$ cat src/rtl/sum_pkg.sv
// Shared types and sizing for the sum_feeder operand streamer.
package sum_pkg;
  localparam int DEPTH   = 8;
  localparam int TIMEOUT = 16;
  localparam int DATA_W  = 16;
  localparam int PTR_W   = $clog2(DEPTH);
  localparam int CNT_W   = $clog2(DEPTH + 1);
  localparam int TMO_W   = $clog2(TIMEOUT + 1);

  typedef enum logic [2:0] {
    ST_IDLE,
    ST_GO,
    ST_STREAM,
    ST_TERM,
    ST_WAIT,
    ST_REPORT
  } state_t;

  // States in which the summer may flag an error.
  function automatic logic is_active(input state_t s);
    return (s == ST_GO) || (s == ST_STREAM) || (s == ST_TERM) || (s == ST_WAIT);
  endfunction
endpackage

$ cat src/rtl/sum_feeder_buf.sv
// Operand store: DEPTH x DATA_W registers filled in write order, read by index.
module sum_feeder_buf
  import sum_pkg::*;
(
  input  logic              clk,
  input  logic              rstn,
  input  logic              wr_en,
  input  logic [DATA_W-1:0] wr_data,
  input  logic              clr,
  input  logic [PTR_W-1:0]  rd_idx,
  output logic [DATA_W-1:0] rd_data,
  output logic [CNT_W-1:0]  count
);
  logic [DATA_W-1:0] r_mem [DEPTH];
  logic [PTR_W-1:0]  r_wr_ptr;
  logic [CNT_W-1:0]  r_count;
  logic              w_wr;

  // Zero is the summer's terminator, so it can never be a stored operand.
  assign w_wr = wr_en && (wr_data != '0) && (r_count != CNT_W'(DEPTH));

  always_ff @(posedge clk or negedge rstn) begin
    if (!rstn) begin
      r_wr_ptr <= '0;
      r_count  <= '0;
    end else if (clr) begin
      r_wr_ptr <= '0;
      r_count  <= '0;
    end else if (w_wr) begin
      r_wr_ptr <= r_wr_ptr + PTR_W'(1);
      r_count  <= r_count + CNT_W'(1);
    end
  end

  always_ff @(posedge clk) begin
    if (w_wr) r_mem[r_wr_ptr] <= wr_data;
  end

  assign rd_data = r_mem[rd_idx];
  assign count   = r_count;
endmodule

$ cat src/rtl/sum_feeder.sv
// Streams buffered operands to a handshake-driven summer and captures its result.
module sum_feeder
  import sum_pkg::*;
(
  input  logic              clk,
  input  logic              rstn,
  input  logic              wr_en,
  input  logic [DATA_W-1:0] wr_data,
  input  logic              start,
  output logic              gon,
  output logic [DATA_W-1:0] ina,
  input  logic              done,
  input  logic              err,
  input  logic [DATA_W-1:0] sum,
  output logic              busy,
  output logic              res_valid,
  output logic [DATA_W-1:0] res_sum,
  output logic              res_err,
  output logic              res_timeout,
  output logic [CNT_W-1:0]  count
);
  state_t            r_state;
  state_t            w_next;
  logic [PTR_W-1:0]  r_rd_ptr;
  logic [TMO_W-1:0]  r_tmo;
  logic [DATA_W-1:0] w_rd_data;
  logic [CNT_W-1:0]  w_count;
  logic              w_start_ok;
  logic              w_last;
  logic              w_err_hit;
  logic              w_done_hit;
  logic              w_tmo_hit;

  sum_feeder_buf u_buf (
    .clk     (clk),
    .rstn    (rstn),
    .wr_en   (wr_en && (r_state == ST_IDLE)),
    .wr_data (wr_data),
    .clr     (r_state == ST_REPORT),
    .rd_idx  (r_rd_ptr),
    .rd_data (w_rd_data),
    .count   (w_count)
  );

  assign w_start_ok = start && (r_state == ST_IDLE) && (w_count != '0);
  assign w_last     = ({1'b0, r_rd_ptr} == (w_count - CNT_W'(1)));
  // Priority: error over done over timeout.
  assign w_err_hit  = err && is_active(r_state);
  assign w_done_hit = !err && !done && ((r_state == ST_TERM) || (r_state == ST_WAIT));
  assign w_tmo_hit  = !err && done && (r_state == ST_WAIT) && (r_tmo == TMO_W'(TIMEOUT - 1));

  always_comb begin
    w_next = r_state;
    unique case (r_state)
      ST_IDLE:   if (w_start_ok) w_next = ST_GO;
      ST_GO:     if (w_err_hit) w_next = ST_REPORT;
                 else if (w_count > CNT_W'(1)) w_next = ST_STREAM;
                 else w_next = ST_TERM;
      ST_STREAM: if (w_err_hit) w_next = ST_REPORT;
                 else if (w_last) w_next = ST_TERM;
      ST_TERM:   if (w_err_hit || w_done_hit) w_next = ST_REPORT;
                 else w_next = ST_WAIT;
      ST_WAIT:   if (w_err_hit || w_done_hit || w_tmo_hit) w_next = ST_REPORT;
      ST_REPORT: w_next = ST_IDLE;
      default:   w_next = ST_IDLE;
    endcase
  end

  always_ff @(posedge clk or negedge rstn) begin
    if (!rstn) r_state <= ST_IDLE;
    else       r_state <= w_next;
  end

  // TERM counts as the first timeout cycle, so REPORT lands TIMEOUT cycles after TERM.
  always_ff @(posedge clk or negedge rstn) begin
    if (!rstn) begin
      r_rd_ptr <= '0;
      r_tmo    <= '0;
    end else begin
      case (r_state)
        ST_IDLE:   r_rd_ptr <= '0;
        ST_GO:     begin
                     r_rd_ptr <= PTR_W'(1);
                     r_tmo    <= '0;
                   end
        ST_STREAM: r_rd_ptr <= r_rd_ptr + PTR_W'(1);
        ST_TERM:   r_tmo    <= TMO_W'(1);
        ST_WAIT:   r_tmo    <= r_tmo + TMO_W'(1);
        default:   r_rd_ptr <= '0;
      endcase
    end
  end

  always_ff @(posedge clk or negedge rstn) begin
    if (!rstn) begin
      res_sum     <= '0;
      res_err     <= 1'b0;
      res_timeout <= 1'b0;
    end else if (w_start_ok) begin
      res_sum     <= '0;
      res_err     <= 1'b0;
      res_timeout <= 1'b0;
    end else if (w_err_hit) begin
      res_sum     <= '0;
      res_err     <= 1'b1;
    end else if (w_done_hit) begin
      res_sum     <= sum;
    end else if (w_tmo_hit) begin
      res_sum     <= '0;
      res_timeout <= 1'b1;
    end
  end

  always_comb begin
    gon = 1'b1;
    ina = '0;
    case (r_state)
      ST_GO: begin
        gon = 1'b0;
        ina = w_rd_data;
      end
      ST_STREAM: ina = w_rd_data;
      default: ;
    endcase
  end

  assign busy      = (r_state != ST_IDLE);
  assign res_valid = (r_state == ST_REPORT);
  assign count     = w_count;
endmodule

$ cat config.mk
export PLATFORM = sky130hd
export DESIGN_NAME = sum_feeder
export DESIGN_NICKNAME = d
export VERILOG_FILES = /design/src/rtl/sum_pkg.sv /design/src/rtl/sum_feeder_buf.sv /design/src/rtl/sum_feeder.sv
export SDC_FILE = /design/constraint.sdc
export NUM_CORES = 1
export LEC_CHECK = 0
export ABC_AREA = 1
export CORE_ASPECT_RATIO = 0.7
export CORE_MARGIN = 3
export CORE_UTILIZATION = 40
export CTS_CLUSTER_SIZE = 28
export DETAILED_ROUTE_END_ITERATION = 7
export PLACE_DENSITY = 0.59
export SYNTH_ARGS = -nofsm -noshare
export SYNTH_HDL_FRONTEND = slang
export SYNTH_HIERARCHICAL = 1
export SYNTH_SLANG_ARGS = --single-unit
export TNS_END_PERCENT = 30
$ cat constraint.sdc
create_clock -name clk -period 2.7 [get_ports clk]
set_input_delay 0.675 -clock clk [delete_from_list [all_inputs] [get_ports clk]]
set_output_delay 0.675 -clock clk [all_outputs]
set_load 0.005 [all_outputs]
==> summary.txt, run 1 <==
Timing
  – RSZ-0062 raised after global routing: yes
  – Final setup margin: -0.1367 ns
  – Period utilisation layout: 105.1%
  – Max Slew Vio Count: 0
  – Final Hold Fails: 0
  – Worst slew pin tran: 0.4677 ns
  – Peak Freq: 352.5 MHz
  – Tmin final: 2.837 ns
  – Clock skew: 0.007868 ns
  – Final setup vio count: 4
  – Hold Worst Slack: between 0.4 and 0.5 ns
  – Slew HR: 68.82%
  – Setup TNS: -0.4303 ns

Placed design
  – Place WS: 0.1653 ns
  – Post-DP HPWL: 11.17 mm
  – Port Buf Inserts: 78
  – DP Area: 8479 um^2
  – Gpl congestion: 0.8002
  – Placed Cells incl. Taps: 976

Yosys
  – Sequential share of the synthesized area: 67.15%
  – Syn. warnings: 6
  – Main combinational cell family by area after synthesis: simple AND/OR/NAND/NOR gates
  – Synthesized cell area: between 7000 and 8000 um^2
  – Synth Area in Adders: ~1.6%
  – Synth Instances: 658
  – Post-synthesis mux area share: 0%
  – Syn Area/Cell: about 11 um^2
  – Synth Net Count: between 700 and 800
  – Post-synthesis simple-gate area fraction: 17.14%
  – Yosys reg bits: around 160
  – Synth Area in XOR/XNOR: 0.6198%
  – Yosys cell types: 32
  – Synth Area in Compound Gates: between 8 and 9%

Critical path
  – Path type of the worst setup path: flip-flop to primary output
  – CP endpoint kind: primary output
  – CP required: ~2 ns
  – Crit Path Max Fanout: 13
  – Crit start category: flip-flop
  – CP arrival: 2.16 ns

Power
  – Cell Pwr Density: 934.6 nW/um^2
  – Clock share of power: around 28%
  – Power share of the combinational group: 34.3%
  – Pleak: 0.003699 uW
  – Seq pwr share: 38.1%
  – Net Sw Power: 2803 uW
  – Switching power share of the total: 32.78%
  – Worst vdd ir: 0.4816 mV
  – Pint: 5747 uW

Floorplanning
  – Area of the core: 16790 um^2
  – Die Y: 117.2 um
  – # IOs: 79
  – Die W: 164.9 um
  – Initial core utilization: 42.09%
  – Die area: 19320 um^2
  – Row count: 39

Global route
  – GRT overflow: 0
  – Initial antenna violation count: 0
  – GRT Total Usage: about a fifth
  – Pin count of the biggest net entering global routing: 37
  – Vias in the first global route: 5031
  – Global-route wire length before repair: 27.07 mm

Finish
  – Fin area: a little over 9000 um^2
  – Nets@finish: 826
  – ANT cells: 0
  – Most common cell after layout, fill and taps aside: nand2_1
  – Area growth, synth to finish: 29.47%
  – Share of layout cells above drive strength 1: 14.03%
  – Final std cells w/o fill: 1016
  – Most frequent cells in the layout: nand2_1 (140), edfxtp_1 (128), nor2_1 (104)

Clock tree
  – CTS buffer count: 17
  – Worst skew pair latency: 0.42 ns
  – # clock sinks: 164
  – Clock transition at the registers of the reported paths: ~0.06 ns
  – H-tree depth: 4
  – Root buf cell: clkbuf_16
  – Longest Clk Path Bufs: 2
  – TritonCTS clock tree: yes

Worst hold path
  – Hold Path Class: flip-flop to flip-flop

Routing
  – Via count: between 5000 and 6000
  – Vias per cell: 5.039
  – WL/cell: 17.04 um
  – Drt first-iter violations: 389
  – Routed Antenna Nets: 0
  – WL final: 17.31 mm
  – DRT Pass-1 Iters: 5
  – DRC: 0

Outcome
  – Failing checks: setup timing
  – Outcome: finished with violations

Job
  – Max-cap viol count: 0
-- routing by layer --
| metal | vias to the layer above | routed length, um | track usage, % |
|---|---|---|---|
| met3 | 20 | 694 | 3.658 |
| met2 | 110 | 7814 | 27.97 |
| li1 | 2499 | - | - |
| met5 | - | 0 | 0 |
| met1 | 2491 | 8571 | 27.42 |
| met4 | 0 | 228 | 6.089 |
-- cell type report --
class	count	area, um^2
Clock buffer	20	436.7
Multi-Input combinational cell	417	2033
Inverter	50	200.2
Fill cell	1495	7639
Sequential cell	164	4746
Tap cell	225	281.5
Timing Repair Buffer	129	1315
Clock inverter	11	135.1
-- worst paths after layout --
kind                       slack, ns                     from                      endpoint  cells after the start
max                            -0.14  r_rd_ptr[1]$_DFFE_PN0N_                        ina[2]                      8
min                             0.47   res_sum[7]$_DFFE_PN0P_        res_sum[7]$_DFFE_PN0P_                      2
max reg2reg                     0.67   r_state[2]$_DFFE_PN0P_  u_buf/r_mem[3][11]$_DFFE_PP_                      8
min reg2reg                     0.47   res_sum[7]$_DFFE_PN0P_        res_sum[7]$_DFFE_PN0P_                      2
max in group asynchronous       1.68                     rstn       r_rd_ptr[0]$_DFFE_PN0N_                      2
min in group asynchronous       0.67                     rstn          r_tmo[2]$_DFFE_PN0P_                      2
-- logic make-up (layout without fill, tap and decap cells) --
family / Yosys count / after routing
AO/OA/AOI/OAI: 112 / 112
XOR/XNOR: 5 / 5
adder cells (fa/ha/maj): 9 / 9
buffers and inverters: 77 / 210
flip-flops: 164 / 164
AND/OR/NAND/NOR: 291 / 291
-- sequential cells by signal (all words and copies together) (netlist names) --
| signal | cells |
|---|---|
| r_rd_ptr | 3 |
| r_state | 3 |
| u_buf/count | 4 |
| u_buf/r_wr_ptr | 3 |
| res_err | 1 |
| res_timeout | 1 |
| r_tmo | 5 |
| res_sum | 16 |
| u_buf/r_mem | 128 |
-- repair_timing --
item / 4_1_cts / 5_1_grt
hold buffers: 0 / 0
pin swaps: 0 / 7
setup endpoints to repair: 17 / 17
buffers inserted: 3 / 5
resized for setup: 9 / 29
gates cloned: 0 / 1
-- power groups by stage --
stage	registers [uW]	clock network (uW)	logic [uW]
after global routing	3290	2510	3290
after global placement	3290	0	2780
final	3260	2360	2930
after floorplan	3260	0	1610
after detailed placement	3310	0	2830
after CTS	3260	2410	2830
-- per-stage QoR --
step                util, %  power (uW)
finish                54.49        8549
global route          54.49        9097
CTS                   53.99        8502
detailed placement    50.51        6144
global placement      50.51        6074
floorplan                 -        4866
-- synthesized netlist by cell type --
library cell  number  area share, %
nand3_2            3           0.43
inv_2              6           0.32
inv_4              1          0.089
inv_1             42            2.2
o2111ai_1          1           0.12
o22ai_1           34            3.0
o211ai_1           2           0.21
nand4_1            9           0.80
nand3_4            1           0.25
nor2_2             1          0.089
clkbuf_2           1          0.071
nor2_4             1           0.16
o21ai_1           10           0.71
clkbuf_1           8           0.43
ha_1               9            1.6
clkinv_4           1           0.12
a21oi_1            4           0.28
edfxtp_1         128             54
nand2_2            3           0.27
buf_6              3           0.48
dfrtp_1           36             13
nand2_4            2           0.32
xor2_1             3           0.37
nand2_1          140            7.4
nor3_1            10           0.71
nand3_1           15            1.1
o32ai_1            1           0.12
o21ai_0           60            4.3
buf_1              1          0.053
buf_2             14           0.99
xnor2_1            2           0.25
nor2_1           106            5.6
-- worst max-delay path: stages, from the launching register on --
cell,delay (ns)
dfrtp_1,0.42
buf_4,0.25
o21ai_0,0.11
o22ai_1,0.16
nand2_1,0.07
nand2_1,0.06
inv_1,0.05
nor2_1,0.11
clkdlybuf4s50_1,0.51
(Power assumes the default switching activity.)
==> run 2: changes to the inputs <==
Settings changed: CTS_BUF_LIST from default to sky130_fd_sc_hd__clkbuf_8.
==> summary.txt, run 2 (same netlist as run 1, synthesis figures left out) <==
Outcome
  – Outcome: finished clean

Timing
  – Final setup vio count: 0
  – Setup TNS: 0 ns
  – Period utilisation layout: 99.53%
  – Peak Freq: 372.1 MHz
  – Slew HR: 68.78%
  – Final Hold Fails: 0
  – RSZ-0062 raised after global routing: yes
  – Hold Worst Slack: ~0.47 ns
  – Clock skew: 0.01068 ns
  – Tmin final: 2.687 ns
  – Max Slew Vio Count: 0
  – Final setup margin: 0.01262 ns
  – Worst slew pin tran: between 0.4 and 0.5 ns

Critical path
  – R2R setup slack: ~0.65 ns
  – Crit Path Max Fanout: 12
  – Worst setup startpoint: r_rd_ptr[0]$_DFFE_PN0N_
  – Crit start category: flip-flop
  – Path type of the worst setup path: flip-flop to primary output
  – Top cell by count, worst path: nand2_1
  – Critical R2R Capture: u_buf/r_mem[7][12]$_DFFE_PP_
  – Max stage delay on crit path: around 0.44 ns
  – CP required: 2.03 ns
  – Worst path depth: 10
  – Critical path's top delay family: buffers and inverters
  – Reg-to-reg startpoint: r_state[2]$_DFFE_PN0P_
  – Worst setup path end: ina[0]
  – R2r worst-path depth: 8
  – Worst Path Buf+Inv: 5
  – CP endpoint kind: primary output
  – CP arrival: ~2.0 ns
  – Critical-path cell list: buf_12 -> buf_6 -> buf_8 -> o21ai_0 -> o22ai_1 -> nand2_1 -> nand2_1 -> inv_1 -> nor2_1 -> dlygate4sd2_1
  – Slowest cell on crit path: dfrtp_2

Finish
  – Top reg by flops: u_buf/r_mem
  – Most frequent cells in the layout: nand2_1 (140), edfxtp_1 (128), nor2_1 (99)
  – Largest registers: u_buf/r_mem (128), res_sum (16), r_tmo (5)
  – Flip-flop count of the largest register after layout: 128
  – Nets@finish: 833
  – Area growth, synth to finish: 29.15%
  – Share of layout cells above drive strength 1: between 15 and 20%
  – Fillers: 1497
  – Most common cell after layout, fill and taps aside: nand2_1
  – Final std cells w/o fill: 1023
  – ANT cells: 0

Placed design
  – Placed Cells incl. Taps: 976
  – Place WS: 0.1653 ns
  – Port Buf Inserts: 78
  – Gpl congestion: 0.8002
  – Post-DP HPWL: 11.17 mm

Routing
  – Routed Antenna Nets: 0
  – WL final: 18.01 mm
  – Via count: 5215
  – Drt first-iter violations: around 360
  – WL/cell: 17.60 um
  – DRC: 0
  – DRT Pass-1 Iters: 6
  – Vias per cell: 5.098

Job
  – Max-cap viol count: 0

Floorplanning
  – Die Y: around 120 um
  – Die area: 19320 um^2
  – Area of the core: 16790 um^2
  – Row count: 39
  – # IOs: 79
  – Initial core utilization: 42.09%
  – Die W: about 160 um

Power
  – Cell Pwr Density: 899.6 nW/um^2
  – Pwr Total: a little over 8000 uW
  – Worst vdd ir: 0.3525 mV
  – Pleak: 0.003663 uW

Global route
  – GRT overflow: 0
  – Pin count of the biggest net entering global routing: 37
  – Global-route wire length before repair: about 28 mm
  – GRT Total Usage: 19.23%
  – Vias in the first global route: roughly 5200
  – Initial antenna violation count: 0

Worst hold path
  – Hold path depth: 2
  – Hold Path Class: flip-flop to flip-flop

Clock tree
  – H-tree depth: 4
  – Longest Clk Path Bufs: 2
  – # clock sinks: 164
  – Worst skew pair latency: 0.45 ns
  – CTS buffer count: 17
  – TritonCTS clock tree: yes
  – Clock transition at the registers of the reported paths: 0.08 ns
  – Root buf cell: clkbuf_8
run 2: cell types whose count changed in the layout (fill, tap and decap cells not counted), sizes merged, moves of 3 or more:
cell           delta
clkdlybuf4s15     +3
dlymetal6s2s      -3
clkdlybuf4s50     -4
buf               +5
inv               +4
run 2: layout make-up:
type / instances / area, um^2 / share of cell area (%)
Tap cell: 225 / 281.5 / 3.085
Inverter: 50 / 207.7 / 2.276
Clock buffer: 17 / 234.0 / 2.564
Sequential cell: 164 / 4746 / 52.01
Multi-Input combinational cell: 417 / 2064 / 22.62
Timing Repair Buffer: 135 / 1439 / 15.77
Timing Repair inverter: 1 / 6.256 / 0.06856
Clock inverter: 14 / 146.4 / 1.604
run 2: worst min path at each step:
stage	from	endpoint
2_1_floorplan	rstn	r_rd_ptr[0]$_DFFE_PN0N_
6_report	res_sum[7]$_DFFE_PN0P_	res_sum[7]$_DFFE_PN0P_
3_3_place_gp	res_sum[3]$_DFFE_PN0P_	res_sum[3]$_DFFE_PN0P_
5_1_grt	res_sum[9]$_DFFE_PN0P_	res_sum[9]$_DFFE_PN0P_
3_5_place_dp	res_sum[7]$_DFFE_PN0P_	res_sum[7]$_DFFE_PN0P_
4_1_cts	res_sum[7]$_DFFE_PN0P_	res_sum[7]$_DFFE_PN0P_
run 2: repair_timing:
| action | in CTS | in global routing |
|---|---|---|
| pin swaps | 0 | 5 |
| setup endpoints to repair | 17 | 16 |
| resized for setup | 40 | 40 |
| cloned | 4 | 2 |
| buffers inserted | 10 | 0 |
| hold buffers | 0 | 0 |
run 2: tightest hold or removal path: stages (launching register included):
cell and delay, ns:
dfrtp_1 0.35, nand2_1 0.05, nand2_1 0.04
run 2: report_power, final:
group          total [uW]  switching [uW]  internal, uW
combinational        3230            1780          1450
clock                1740             850           888
sequential           3240             222          3020
total                8210            2850          5360
run 2: routing by layer:
| metal | GRT usage, % | vias up | routed length [um] |
|---|---|---|---|
| li1 | - | 2516 | - |
| met1 | 28.13 | 2542 | 8685 |
| met2 | 28.79 | 135 | 8102 |
| met3 | 4.256 | 22 | 963 |
| met4 | 6.145 | 0 | 255 |
| met5 | 0 | - | 0 |
run 2: stage by stage:
step                      utilization (%)  area [um^2]
after floorplan                         -         7066
after global placement              50.51         8479
after detailed placement            50.51         8479
after CTS                           53.89         9046
after global routing                54.36         9125
final                               54.36         9125
==> run 3: changes to the inputs <==
Settings changed: CTS_BUF_LIST sky130_fd_sc_hd__clkbuf_8 to sky130_fd_sc_hd__clkbuf_4 sky130_fd_sc_hd__clkbuf_8.
==> summary.txt, run 3 (same netlist as run 1, synthesis figures left out) <==
Routing
  – DRC: 0
  – Drt first-iter violations: 318
  – Vias per cell: between 5 and 6
  – WL/cell: 17.63 um
  – Routed Antenna Nets: 0
  – DRT Pass-1 Iters: 5
  – Via count: roughly 5200
  – WL final: roughly 18 mm

Timing
  – Final setup margin: 0.08545 ns
  – Max Slew Vio Count: 0
  – RSZ-0062 raised after global routing: yes
  – Final Hold Fails: 0
  – Period utilisation layout: 96.84%
  – Final setup vio count: 0
  – Peak Freq: 382.5 MHz
  – Clock skew: 0.01278 ns
  – Worst slew pin tran: 0.4695 ns
  – Setup TNS: 0 ns
  – Tmin final: 2.615 ns
  – Slew HR: between 60% and 70%

Global route
  – GRT overflow: 0
  – Initial antenna violation count: 0
  – Pin count of the biggest net entering global routing: 37
  – Global-route wire length before repair: 27.82 mm
  – GRT Total Usage: 19.23%
  – Vias in the first global route: 5160

Finish
  – Fillers: 1485
  – Flip-flop count of the largest register after layout: ~130
  – ANT cells: 0
  – Most common cell after layout, fill and taps aside: nand2_1
  – Register Area: 4746 um^2
  – Area growth, synth to finish: 29.91%
  – Most frequent cells in the layout: nand2_1 (140), edfxtp_1 (128), nor2_1 (96)
  – Share of layout cells above drive strength 1: 18.40%
  – Largest registers: u_buf/r_mem (128), res_sum (16), r_tmo (5)
  – Multi-input logic area: ~2100 um^2
  – Top reg by flops: u_buf/r_mem
  – Final std cells w/o fill: 1024
  – Final Util: about 55%
  – Nets@finish: between 800 and 900

Floorplanning
  – Die area: 19320 um^2
  – Area of the core: between 15000 and 20000 um^2
  – Row count: 39
  – Initial core utilization: 42.09%
  – Die W: about 160 um
  – # IOs: 79
  – Die Y: about 120 um

Clock tree
  – Clock transition at the registers of the reported paths: approximately 0.080 ns
  – H-tree depth: 4
  – Root buf cell: clkbuf_8
  – # clock sinks: around 160
  – Worst skew pair latency: roughly 0.45 ns
  – TritonCTS clock tree: yes
  – Longest Clk Path Bufs: 2
  – CTS buffer count: 17
  – Hold Buf Count CTS: 0

Critical path
  – Crit start category: flip-flop
  – CP endpoint kind: primary output
  – Reg-to-reg startpoint: r_state[2]$_DFFE_PN0P_
  – CP arrival: 1.94 ns
  – Worst setup startpoint: r_rd_ptr[0]$_DFFE_PN0N_
  – R2R setup slack: approximately 0.64 ns
  – CP required: 2.03 ns
  – Worst setup path end: ina[9]
  – Path type of the worst setup path: flip-flop to primary output
  – Crit Path Max Fanout: 6
  – Critical R2R Capture: u_buf/r_mem[5][5]$_DFFE_PP_
  – R2r worst-path depth: 8

Placed design
  – Place WS: 0.1653 ns
  – Post-DP HPWL: around 11 mm
  – Port Buf Inserts: 78
  – Gpl congestion: 0.8002
  – Placed Cells incl. Taps: 976

Outcome
  – Outcome: finished clean

Worst hold path
  – Hold Path Class: flip-flop to flip-flop

Job
  – Max-cap viol count: 0

Power
  – Cell Pwr Density: 905.0 nW/um^2
  – Worst vdd ir: 0.3553 mV
  – Pleak: 0.003665 uW
[run 3: cell types whose count changed in the layout (fill, tap and decap cells not counted), moves of 3 or more]
cell / previous run / this run
o21ai_0: 50 / 43
o21ai_1: 15 / 21
dlygate4sd2_1: 5 / 0
buf_2: 2 / 5
clkbuf_2: 7 / 10
clkbuf_4: 0 / 3
inv_1: 45 / 42
nor2_1: 99 / 96
[run 3: routing by layer]
metal	wire, um	track usage [%]
met1	8643	27.98
met2	8112	28.90
met3	1057	4.784
met4	244	5.475
met5	0	0
[run 3: metrics by stage]
stage | hold WS, ns | power (uW) | cell area, um^2
2_1_floorplan | 0.3794 | 4866 | 7066
3_3_place_gp | 0.4545 | 6074 | 8479
3_5_place_dp | 0.4594 | 6144 | 8479
4_1_cts | 0.4783 | 8179 | 9057
5_1_grt | 0.5025 | 8852 | 9179
6_report | 0.4736 | 8307 | 9179
[run 3: final cells by class]
class | count | share of cell area (%)
Clock inverter | 11 | 1.472
Sequential cell | 164 | 51.70
Timing Repair Buffer | 136 | 15.70
Timing Repair inverter | 1 | 0.06816
Multi-Input combinational cell | 417 | 22.93
Inverter | 50 | 2.263
Clock buffer | 20 | 2.794
Tap cell | 225 | 3.067
[run 3: report_power, final]
part	internal (uW)	total, uW	leakage (uW)	switching (uW)
logic	1470	3280	0.00183	1810
registers	3020	3250	0.00164	226
clock network	930	1780	0.000197	849
total	5420	8310	0.00366	2890
[run 3: worst min path at each step]
stage	start	to	slack [ns]	depth (start not counted)
3_3_place_gp	res_sum[3]$_DFFE_PN0P_	res_sum[3]$_DFFE_PN0P_	0.45	2
5_1_grt	res_sum[9]$_DFFE_PN0P_	res_sum[9]$_DFFE_PN0P_	0.50	2
6_report	res_sum[7]$_DFFE_PN0P_	res_sum[7]$_DFFE_PN0P_	0.47	2
4_1_cts	res_sum[7]$_DFFE_PN0P_	res_sum[7]$_DFFE_PN0P_	0.48	2
2_1_floorplan	rstn	r_rd_ptr[0]$_DFFE_PN0N_	0.38	0
3_5_place_dp	res_sum[7]$_DFFE_PN0P_	res_sum[7]$_DFFE_PN0P_	0.46	2
[run 3: critical path: stages (launching register included)]
cell,delay [ns]
dfrtp_2,0.44
buf_12,0.16
buf_12,0.13
buf_8,0.13
buf_6,0.13
nor2_1,0.11
o22ai_1,0.08
nand2_1,0.06
nand2_1,0.05
inv_1,0.06
nor2_2,0.04
clkbuf_2,0.11
[run 3: timing repair]
action                     CTS  global route
hold endpoints to repair     0             0
pin swaps                    0             8
gates cloned                 4             2
gates resized for setup     42            73
buffers inserted            10             1
setup endpoints to repair   17            17
==> RTL edit 1 (flow settings as in run 1) <==
Set the package constant `DATA_W` to 32 (it was 16).
--- a/src/rtl/sum_pkg.sv
+++ b/src/rtl/sum_pkg.sv
@@ -2,7 +2,7 @@
 package sum_pkg;
   localparam int DEPTH   = 8;
   localparam int TIMEOUT = 16;
-  localparam int DATA_W  = 16;
+  localparam int DATA_W  = 32;
   localparam int PTR_W   = $clog2(DEPTH);
   localparam int CNT_W   = $clog2(DEPTH + 1);
   localparam int TMO_W   = $clog2(TIMEOUT + 1);
Ports: changed (resized ina, res_sum, sum and wr_data); port bits go from 79 to 143. The function was not compared with the original's and may differ.
==> RTL edit 1 against run 1 <==
The run still ends with setup timing left. Sequential cell count up 144. Total power up 86%. Routed wire length up 120%. Hold slack worse by 0.44 ns. Worst setup slack worse by 0.094 ns. Area after synthesis up 87%. Sequential power up 85%. Count of clock-buffer cells in the layout up 19. Final area up 94%. Register-to-register slack worse by 0.35 ns. Critical path type unchanged. Critical endpoint is now ina[22]. Largest power group unchanged.
==> RTL edit 1: results (changes against run 1) <==
Status
  – Status: finished, violations left
  – Violated checks: setup timing

Placement
  – # port buffers: 142 (+82%)
  – Pre-CTS setup slack: -0.188 ns (-0.353 ns)
  – Gpl congestion: 0.780 (-2.5%)

Routing
  – Vias/cell: 5.17 (+2.7%)

Yosys
  – Most frequent cells after synthesis: edfxtp_1, nor2_1, nand2_1
  – EDFF count, synth: 256 (+100%)
  – Synth area leaders: edfxtp_1, dfrtp_1, nor2_1
  – Post-Synthesis Cells: 1214 (+84%)
  – Net Count, Synth: 1293 (+83%)

Clock tree
  – CTS Buf Count: 30 (+13)
  – Clock buffer depth: 3 (+1)

Final layout
  – # fillers: 2705 (+81%)
  – Non-Filler Instances: 1916 (+89%)
  – Largest registers: u_buf/r_mem x256, res_sum x32, r_tmo x5
  – Max reg flops: 256 (+100%)

Power and ir drop
  – Leak Pwr: 6.89 nW (+86%)

Global routing
  – Maximum number of pins on one net before global-route repair: 35 (-5.4%)
  – Wire length of the first global-routing pass: 56900 µm (+110%)
  – Gr usage total: 20.9% (+2.3 points)
  – Vias in the first global route: 9273 (+84%)

Timing
  – Final WS setup: -0.231 ns (-0.0938 ns)
  – Setup violators final: 32 (+28)
  – Relative slew margins: 57.0% (-12 points)
  – Clock skew: 0.00804 ns (+0.000171 ns)

Min path
  – Worst Hold Class: in2async

Setup path
  – CP max FO: 9 (-4)
  – Critical Path AT: 2.26 ns (+0.10 ns)
==> RTL edit 1: cell families after synthesis <==
logic type	after synthesis	share of synthesized area (%)
buf+inv	172	6.45
simple gates	482	14.7
xor+xnor	4	0.266
fa+ha+maj	9	0.854
flops	308	68.2
compound gates	239	9.57
==> RTL edit 1: power by group through the flow <==
stage / Combinational, mW / Sequential [mW] / Clock, mW
6_report: 5.97 / 6.02 / 3.92
5_1_grt: 6.50 / 6.07 / 4.19
4_1_cts: 5.70 / 6.01 / 3.98
3_5_place_dp: 4.81 / 6.09 / 0
3_3_place_gp: 4.79 / 6.07 / 0
2_1_floorplan: 2.56 / 6.05 / 0
==> RTL edit 1: metrics by stage <==
stage	area (µm²)	total power, mW
2_1_floorplan	13200	8.61
3_3_place_gp	16000	10.9
3_5_place_dp	16000	10.9
4_1_cts	17500	15.7
5_1_grt	17800	16.8
6_report	17800	15.9
==> RTL edit 1: cell type report <==
class                      count  area (µm²)  area share [%]
clock buffer                  39         806            4.53
clock inverter                13        85.1           0.479
inverter                     112         435            2.45
multi-input combinational    734        3610            20.3
sequential                   308        8990            50.6
tap                          420         526            2.96
timing repair buffer         290        3320            18.7
==> RTL edit 1: per-layer routing <==
layer / vias up / part of all wire [%] / track usage [%]
li1: 4668 / - / -
met1: 4867 / 47 / 32.1
met2: 337 / 45 / 32.0
met3: 42 / 6.5 / 3.06
met4: 0 / 1.5 / 3.87
met5: - / 0 / 0
==> RTL edit 1: final timing paths <==
check                                         from                            to  slack (ns)  cells after the start
min in group clk           res_timeout$_DFFE_PN0P_       res_timeout$_DFFE_PN0P_        0.50                      2
max in group asynchronous                     rstn        res_sum[4]$_DFFE_PN0P_        2.07                      2
max                        r_rd_ptr[0]$_DFFE_PN0N_                       ina[22]       -0.23                      8
min                                           rstn          r_tmo[3]$_DFFE_PN0P_        0.03                      1
max reg2reg                 r_state[2]$_DFFE_PN0P_  u_buf/r_mem[4][12]$_DFFE_PP_        0.32                     10
min reg2reg                res_timeout$_DFFE_PN0P_       res_timeout$_DFFE_PN0P_        0.50                      2
==> RTL edit 1: repair_timing <==
item	in CTS	in global routing
resized for setup	205	78
endpoints found under the setup margin	32	33
cloned	12	6
setup buffers	27	7
pin swaps	37	45
==> RTL edit 1: critical path: stages, from the launching register on <==
cell       delay (ns)
dfrtp_4          0.55
clkinv_8         0.10
buf_6            0.17
clkbuf_16        0.18
o21ai_0          0.14
a31oi_2          0.29
inv_1            0.07
nor2_1           0.08
buf_2            0.11
==> RTL edit 2 (flow settings as in run 1) <==
Made on the original files. Add an input register stage for `wr_en`, `wr_data`, `start`, `done`, `err` and `sum`, with the module's reset; this delays them by one clock.
--- a/src/rtl/sum_feeder.sv
+++ b/src/rtl/sum_feeder.sv
@@ -19,6 +19,32 @@
   output logic              res_timeout,
   output logic [CNT_W-1:0]  count
 );
+
+  logic wr_en_q;
+  logic [DATA_W-1:0] wr_data_q;
+  logic start_q;
+  logic done_q;
+  logic err_q;
+  logic [DATA_W-1:0] sum_q;
+
+  always_ff @(posedge clk or negedge rstn) begin
+    if (!rstn) begin
+      wr_en_q   <= '0;
+      wr_data_q <= '0;
+      start_q   <= '0;
+      done_q    <= '0;
+      err_q     <= '0;
+      sum_q     <= '0;
+    end else begin
+      wr_en_q   <= wr_en;
+      wr_data_q <= wr_data;
+      start_q   <= start;
+      done_q    <= done;
+      err_q     <= err;
+      sum_q     <= sum;
+    end
+  end
+
   state_t            r_state;
   state_t            w_next;
   logic [PTR_W-1:0]  r_rd_ptr;
@@ -34,20 +60,20 @@
   sum_feeder_buf u_buf (
     .clk     (clk),
     .rstn    (rstn),
-    .wr_en   (wr_en && (r_state == ST_IDLE)),
-    .wr_data (wr_data),
+    .wr_en   (wr_en_q && (r_state == ST_IDLE)),
+    .wr_data (wr_data_q),
     .clr     (r_state == ST_REPORT),
     .rd_idx  (r_rd_ptr),
     .rd_data (w_rd_data),
     .count   (w_count)
   );
 
-  assign w_start_ok = start && (r_state == ST_IDLE) && (w_count != '0);
+  assign w_start_ok = start_q && (r_state == ST_IDLE) && (w_count != '0);
   assign w_last     = ({1'b0, r_rd_ptr} == (w_count - CNT_W'(1)));
   // Priority: error over done over timeout.
-  assign w_err_hit  = err && is_active(r_state);
-  assign w_done_hit = !err && !done && ((r_state == ST_TERM) || (r_state == ST_WAIT));
-  assign w_tmo_hit  = !err && done && (r_state == ST_WAIT) && (r_tmo == TMO_W'(TIMEOUT - 1));
+  assign w_err_hit  = err_q && is_active(r_state);
+  assign w_done_hit = !err_q && !done_q && ((r_state == ST_TERM) || (r_state == ST_WAIT));
+  assign w_tmo_hit  = !err_q && done_q && (r_state == ST_WAIT) && (r_tmo == TMO_W'(TIMEOUT - 1));
 
   always_comb begin
     w_next = r_state;
@@ -104,7 +130,7 @@
       res_sum     <= '0;
       res_err     <= 1'b1;
     end else if (w_done_hit) begin
-      res_sum     <= sum;
+      res_sum     <= sum_q;
     end else if (w_tmo_hit) begin
       res_sum     <= '0;
       res_timeout <= 1'b1;
Behaviour: not the same (Yosys sat finds a counterexample within 4 cycles, from zero or initial values and one cycle with rstn low).
==> RTL edit 2 against run 1 <==
The flow still finishes with violations (setup timing). Sequential cell count rose by 36. Area after synthesis rose by 13%. Routed wire length increased by 5.8%. Final area rose by 10%. Worst setup slack better by 0.081 ns. Global-route usage decreased by 1.4 points. Total power is 12% higher. Largest power group unchanged.
==> RTL edit 2: results (changes against run 1) <==
Timing
  – Actual slew at the worst max-slew pin: 0.409 ns (-0.0589 ns)
  – Final WS setup: -0.0561 ns (+0.0807 ns)
  – Setup violators final: 6 (+2)
  – Hold WS: 0.165 ns (-0.304 ns)
  – Clock skew: 0.0108 ns (+0.00298 ns)
  – Setup TNS Final: -0.175 ns (+0.255 ns)

Routing
  – Per-cell routed wire length: 16.9 µm (-1.0%)
  – Vias: 5383 (+5.1%)
  – Met2 wire length: 8540 µm (+9.3%)
  – Met3 WL: 1130 µm (+62%)
  – Met1 Routed Length: 8470 µm (-1.2%)
  – Starting DRC count in detailed routing: 571 (+47%)

Yosys
  – Post-Synth XOR/XNOR Area: 0.438% (-0.18 points)
  – Async SR Flop Fraction: 36.0% (+14 points)
  – Cell variety after synth: 33 (+3.1%)
  – Adder-Cell Fraction of Synth Area: 1.41% (-0.18 points)
  – Post-synthesis compound-gate area fraction: 7.75% (-0.96 points)
  – Sequential fraction of the synthesis area: 70.7% (+3.5 points)
  – Post-Synthesis Cells: 698 (+6.1%)
  – Synth area leaders: edfxtp_1, dfrtp_1, nand2_1
  – Most frequent cells after synthesis: nand2_1, edfxtp_1, nor2_1
  – Net Count, Synth: 745 (+5.7%)

Setup path
  – Critical Path Start: r_rd_ptr[0]$_DFFE_PN0N_
  – CP max-delay cell: dfrtp_2
  – Critical Path AT: 2.08 ns (-0.08 ns)
  – R2r setup slk: 0.54 ns (-0.13 ns)
  – CP max FO: 7 (-6)
  – Top delay family on crit path: buffers and inverters
  – Worst r2r dst: u_buf/r_mem[6][1]$_DFFE_PP_
  – Critical path destination: ina[13]
  – Critical Path Max Stage Delay: 0.50 ns
  – R2r worst-path depth: 8 (unchanged)

Placement
  – # port buffers: 78 (unchanged)
  – Pre-CTS setup slack: 0.159 ns (-0.00587 ns)
  – Post-DP HPWL: 11700 µm (+4.5%)
  – Gpl congestion: 0.826 (+3.2%)
  – Post-Place Cells: 1038 (+6.4%)
  – Area after DPL: 0.00925 mm² (+9.1%)

Global routing
  – Gr usage total: 17.2% (-1.4 points)
  – Vias in the first global route: 5452 (+8.4%)
  – Wire length of the first global-routing pass: 29400 µm (+8.6%)
  – M3 GR Usage: 3.26% (-0.40 points)
  – M1 GR Usage: 24.7% (-2.7 points)
  – Met2 Usage GRT: 27.0% (-0.99 points)

Final layout
  – Most flops, register: u_buf/r_mem
  – # fillers: 1693 (+13%)
  – Non-Filler Instances: 1086 (+6.9%)
  – Share of cells above drive strength 1: 13.4% (-0.65 points)
  – Final layout net count: 856 (+3.6%)

Status
  – Status: finished, violations left
  – Violated checks: setup timing

Power and ir drop
  – Leak Pwr: 4.20 nW (+13%)
  – Worst VDD drop: 0.456 mV (-5.3%)

Min path
  – Worst Hold Class: in2async

Clock tree
  – CTS Buf Count: 17 (unchanged)
[RTL edit 2: power breakdown]
part | switching, mW | internal (mW) | leakage [nW]
Sequential | 0.281 | 3.60 | 2.05
Clock | 1.10 | 1.48 | 0.299
Combinational | 1.73 | 1.40 | 1.85
[RTL edit 2: timing repair]
| item | in CTS | in global routing |
|---|---|---|
| hold buffers | 0 | 0 |
| resized for setup | 19 | 26 |
| buffers inserted | 1 | 12 |
| pin swaps | 2 | 2 |
| endpoints found under the setup margin | 17 | 16 |
| gates cloned | 1 | 2 |
[RTL edit 2: area by class of cell]
| class | instances | area [µm²] | share of cell area (%) |
|---|---|---|---|
| clock buffer | 23 | 487 | 4.83 |
| clock inverter | 9 | 114 | 1.13 |
| inverter | 51 | 201 | 2.00 |
| multi-input combinational | 419 | 2050 | 20.4 |
| sequential | 200 | 5650 | 56.1 |
| tap | 264 | 330 | 3.28 |
| timing repair buffer | 119 | 1230 | 12.3 |
| timing repair inverter | 1 | 5.00 | 0.0497 |
